[src/rtl/tanh_arbiter.sv]
`default_nettype none
// ============================================================================
// Module   : tanh_arbiter
// Purpose  : Shares one pipelined tanh unit among NREQ requesters. Grants are
//            round-robin, each operand carries a requester tag through the
//            unit's LAT enabled stages, and results return on one tagged
//            stream with backpressure.
// Options  : TANH_ARB_FIXED_PRIO_EN -- lowest index always wins, no pointer.
// Revision : 1.0  initial release
// ============================================================================
module tanh_arbiter #(
   parameter int WIDTH = 32,
   parameter int NREQ  = 4,
   parameter int IDW   = 2,
   parameter int LAT   = 2
) (
   input  logic                  clk,
   input  logic                  rst,
   input  logic [NREQ-1:0]       req_valid,
   input  logic [NREQ*WIDTH-1:0] req_data,
   output logic [NREQ-1:0]       req_ready,
   output logic [WIDTH-1:0]      tanh_a,
   output logic                  tanh_en,
   input  logic [WIDTH-1:0]      tanh_y,
   output logic [WIDTH-1:0]      y,
   output logic [IDW-1:0]        y_id,
   output logic                  y_valid,
   input  logic                  y_ready,
   output logic                  busy
);

   logic             tag_v  [LAT];
   logic [IDW-1:0]   tag_id [LAT];
   logic             advance;
   logic             found;
   logic             grant_en;
   logic [IDW-1:0]   grant;
   logic [WIDTH-1:0] next_a;
   logic [WIDTH-1:0] a_hold;
   int               arb_idx;

`ifndef TANH_ARB_FIXED_PRIO_EN
   logic [IDW-1:0]   ptr;
`endif

   // One global stall: everything moves only when the output stage can drain
   assign advance = !tag_v[LAT-1] || y_ready;
   assign tanh_en = advance;

   // Pick the first valid requester, starting at the pointer (or index 0)
   always_comb begin
      found   = 1'b0;
      grant   = '0;
      arb_idx = 0;
      for (int k = 0; k < NREQ; k++) begin
`ifdef TANH_ARB_FIXED_PRIO_EN
         arb_idx = k;
`else
         arb_idx = int'(ptr) + k;
         if (arb_idx >= NREQ) arb_idx = arb_idx - NREQ;
`endif
         if (!found && req_valid[arb_idx[IDW-1:0]]) begin
            found = 1'b1;
            grant = arb_idx[IDW-1:0];
         end
      end
   end

   // Grant is suppressed during reset so no transfer can be claimed then
   assign grant_en  = rst && found;
   assign req_ready = (grant_en && advance) ? (NREQ'(1) << grant) : '0;
   assign next_a    = grant_en ? req_data[int'(grant)*WIDTH +: WIDTH] : '0;
   assign tanh_a    = advance ? next_a : a_hold;

   // Remember the operand last presented on an enabled cycle for stalls
   always_ff @(posedge clk or negedge rst) begin
      if (!rst)         a_hold <= '0;
      else if (advance) a_hold <= next_a;
   end

`ifndef TANH_ARB_FIXED_PRIO_EN
   // Pointer moves past the winner only on an actual transfer
   always_ff @(posedge clk or negedge rst) begin
      if (!rst) begin
         ptr <= '0;
      end else if (advance && grant_en) begin
         if (int'(grant) == NREQ - 1) ptr <= '0;
         else                         ptr <= grant + IDW'(1);
      end
   end
`endif

   // Entry stage: new tag on a transfer, bubble otherwise
   always_ff @(posedge clk or negedge rst) begin
      if (!rst) begin
         tag_v[0]  <= 1'b0;
         tag_id[0] <= '0;
      end else if (advance) begin
         tag_v[0]  <= grant_en;
         tag_id[0] <= grant_en ? grant : '0;
      end
   end

   generate
      for (genvar s = 1; s < LAT; s++) begin : g_stage
         // Tags shift in lockstep with the tanh unit's internal registers
         always_ff @(posedge clk or negedge rst) begin
            if (!rst) begin
               tag_v[s]  <= 1'b0;
               tag_id[s] <= '0;
            end else if (advance) begin
               tag_v[s]  <= tag_v[s-1];
               tag_id[s] <= tag_id[s-1];
            end
         end
      end
   endgenerate

   // Anything still in flight keeps the block busy
   always_comb begin
      busy = 1'b0;
      for (int k = 0; k < LAT; k++) busy = busy | tag_v[k];
   end

   assign y       = tanh_y;
   assign y_id    = tag_id[LAT-1];
   assign y_valid = tag_v[LAT-1];

endmodule
`default_nettype wire

[config.mk]
export PLATFORM = sky130hd
export DESIGN_NAME = tanh_arbiter
export DESIGN_NICKNAME = d
export VERILOG_FILES = /design/src/rtl/tanh_arbiter.sv
export SDC_FILE = /design/constraint.sdc
export NUM_CORES = 1
export LEC_CHECK = 0
export ABC_AREA = 1
export ABC_CLOCK_PERIOD_IN_PS = 1900
export BUFFER_PORTS_ARGS = -buffer_cell sky130_fd_sc_hd__buf_2
export CAP_MARGIN = 20
export CORE_ASPECT_RATIO = 0.75
export CORE_UTILIZATION = 38
export CTS_CLUSTER_SIZE = 12
export DETAILED_ROUTE_END_ITERATION = 7
export GPL_ROUTABILITY_DRIVEN = 0
export GPL_TIMING_DRIVEN = 0
export PLACE_DENSITY = 0.75
export SLEW_MARGIN = 10
export SYNTH_ARGS = -nofsm -noshare
export SYNTH_HDL_FRONTEND = slang
export SYNTH_SLANG_ARGS = --single-unit
[constraint.sdc]
create_clock -name clk -period 1.9 [get_ports clk]
set_clock_uncertainty 0.05 [all_clocks]
set_input_delay 0 -clock clk [delete_from_list [all_inputs] [get_ports clk]]
set_output_delay 0 -clock clk [all_outputs]
set_load 0.05 [all_outputs]
==> flow_metrics.tcl <==
set metrics [dict create \
    postSynthCellCount 503 \
    syn-num-nets 674 \
    cp.buffers_inverters 4 \
    synth_cell_types 19 \
    slew_headroom_pct 56.4 \
    path_class "reg -> out" \
    ys_ff_latch 40 \
    grt_max_degree 43 \
    cp_slowest_cell "dfrtp_2" \
    drtIter0Drc 347 \
    rows 29 \
    avgSynthCellArea_um2 6.60 \
    clock-sinks 40 \
    fin_crit_sh_pct 129 \
    ys_seq_area_share_pct 30.2 \
    fp.coreArea_mm2 0.00845 \
    ctsHtreeMaxLevel 2 \
    whs_ps 12.7 \
    finalMaxSlewViolations 0 \
    critical_path.endpoint_type "output pin" \
    drive_above_1_share_pct 60.6 \
    grt-ovfl-total 0 \
    cp.required_ps 1850 \
    io_pins 240 \
    seqCellArea_mm2 0.00100 \
    arrival_ps 2400 \
    syn2layout_area_growth_pct 89.5 \
    dieArea_mm2 0.00912 \
    grt_pass1_wl_mm 19.8 \
    antenna_found_initial 1 \
    io_buffers 207 \
    tritoncts "done" \
    crit_chain "buf_6, nand2_1, nand2_2, nand2_2, nand2_2, nor2_4, nand4_1, nand2_4, inv_8, buf_8, nand3_1, nand3_2, nand2_4, buf_8" \
    nFillCells 641 \
    numCtsBuffers 5 \
    vias 4672 \
    max_freq_ghz 0.408 \
    finalCriticalPeriod_ps 2450 \
    place_inst 818 \
    track_usage_pct 27.7 \
    drc 0 \
    first_global_vias 4254 \
    wire_per_inst_um 16.7 \
    die_h_um 82.9 \
    drv_cap 0 \
    setup_viol 72 \
    dp_hpwl_mm 9.28 \
    yosys_warnings 0 \
    final_cells 857 \
    final_area_mm2 0.00629 \
    clk_latency_ps 280 \
    crit_path_frequent_cell "nand2_2" \
    multi_input_area_mm2 0.00243 \
    cts_root_buf "clkbuf_16" \
    fin_ws_ps -552 \
    rsz0062_at_grt "yes" \
    final_nets 919 \
    failed_checks "negative setup slack" \
    viasPerCell 5.45 \
    clockBufferDepth 2 \
    wl_mm 14.3 \
    syn-cell-area_mm2 0.00332 \
    place_area_mm2 0.00498 \
    drt-pass1-iter-count 5 \
    dp_slack_ps -354 \
    cp_top_family "simple AND/OR/NAND/NOR gates" \
    hold_path.class "in -> reg" \
    start_kind "flip-flop" \
    worst_slew_pin_slew_ps 652 \
    ant_nets 0 \
    antenna_cells 0 \
    reg2reg_slack_ps -360 \
    clk_pin_slew_ps 60 \
    cp_max_fo 10 \
    initial_core_util_pct 39.3 \
    critPathMaxStageDelay_ps 430 \
    die_x_um 110 \
    status "finished with violations" \
    hold_violations 0 \
]
synthesized netlist by cell type, drive strengths merged:
cell	n	area share, %
dfrtp	40	30
ha	4	1.5
nand4	65	12
o21ai	5	0.75
nor2	6	0.90
o21a	1	0.23
clkbuf	3	0.34
buf	72	15
nand2	181	21
inv	20	2.3
nand3	106	16
cell families after synthesis:
family / synth area share (%)
AND/OR/NAND/NOR: 50.2
buffers and inverters: 17.2
flip-flops: 30.2
AO/OA/AOI/OAI: 0.980
adder cells (fa/ha/maj): 1.51
final timing paths:
path / cells past startpoint / to / from
worst max-delay path: 14 / tanh_a[16] / ptr[0]
worst min-delay path: 3 / tag_id[2] / rst
worst max register to register: 15 / a_hold[16] / ptr[0]
worst min register to register: 2 / tag_id[2] / tag_id[2]
max in group asynchronous: 2 / y_valid / rst
min in group asynchronous: 2 / a_hold[30] / rst
layout make-up:
class                      instances  area share, %
clock buffer                       8           2.33
tap                              108           2.15
multi-input combinational        368           38.6
sequential                        40           16.0
buffer                            75           11.2
inverter                          20           1.43
timing repair inverter             1          0.119
timing repair buffer             237           28.2
sequential cells by signal, summed over array words and instances, names as in the netlist:
signal and cells:
tag_id 2, tag_v 1, y_valid 1, ptr 2, y_id 2, a_hold 32
metal layers:
layer  vias to the layer above  GRT usage [%]  share of wire [%]
li1                       2170              -                  -
met1                      2216           33.4                 40
met2                       260           50.2                 50
met3                        26           4.87                8.5
met4                         0           6.55                1.7
met5                         -              0                  0
per-stage QoR:
| stage | util [%] | setup TNS, ps |
|---|---|---|
| finish | 74.4 | -24830 |
| global route | 74.4 | -33030 |
| CTS | 68.4 | -17650 |
| detailed placement | 59.0 | -18640 |
| global placement | 59.0 | -14480 |
| floorplan | - | -44.2 |
cell usage in the layout (no fill, tap or decap), types with 2 or more instances in the layout:
master and n:
buf_12 6, buf_2 172, buf_4 62, buf_6 14, buf_8 45, clkbuf_1 5, clkbuf_16 11, dfrtp_1 38
dfrtp_2 2, dlygate4sd3_1 3, ha_2 2, inv_1 7, inv_2 11, inv_8 2, nand2_1 125, nand2_2 21
nand2_4 34, nand3_1 45, nand3_2 59, nand3_4 2, nand4_1 65, nor2_4 6, o21ai_0 2, o21ai_1 3
repair_timing:
action | 4_1_cts | 5_1_grt
pin swaps | 8 | 5
setup buffers | 9 | 9
hold buffers | 1 | 3
resized for setup | 172 | 59
cloned | 2 | 6
endpoints found under the hold margin | 41 | 40
endpoints found under the setup margin | 70 | 72
tightest hold or removal path, stage by stage:
cell and delay (ps):
buf_2 160, nand3_2 90, nand2_1 50
Power is not shown: default switching activity piles up to over one toggle a cycle in this logic, so the estimate is an artifact.
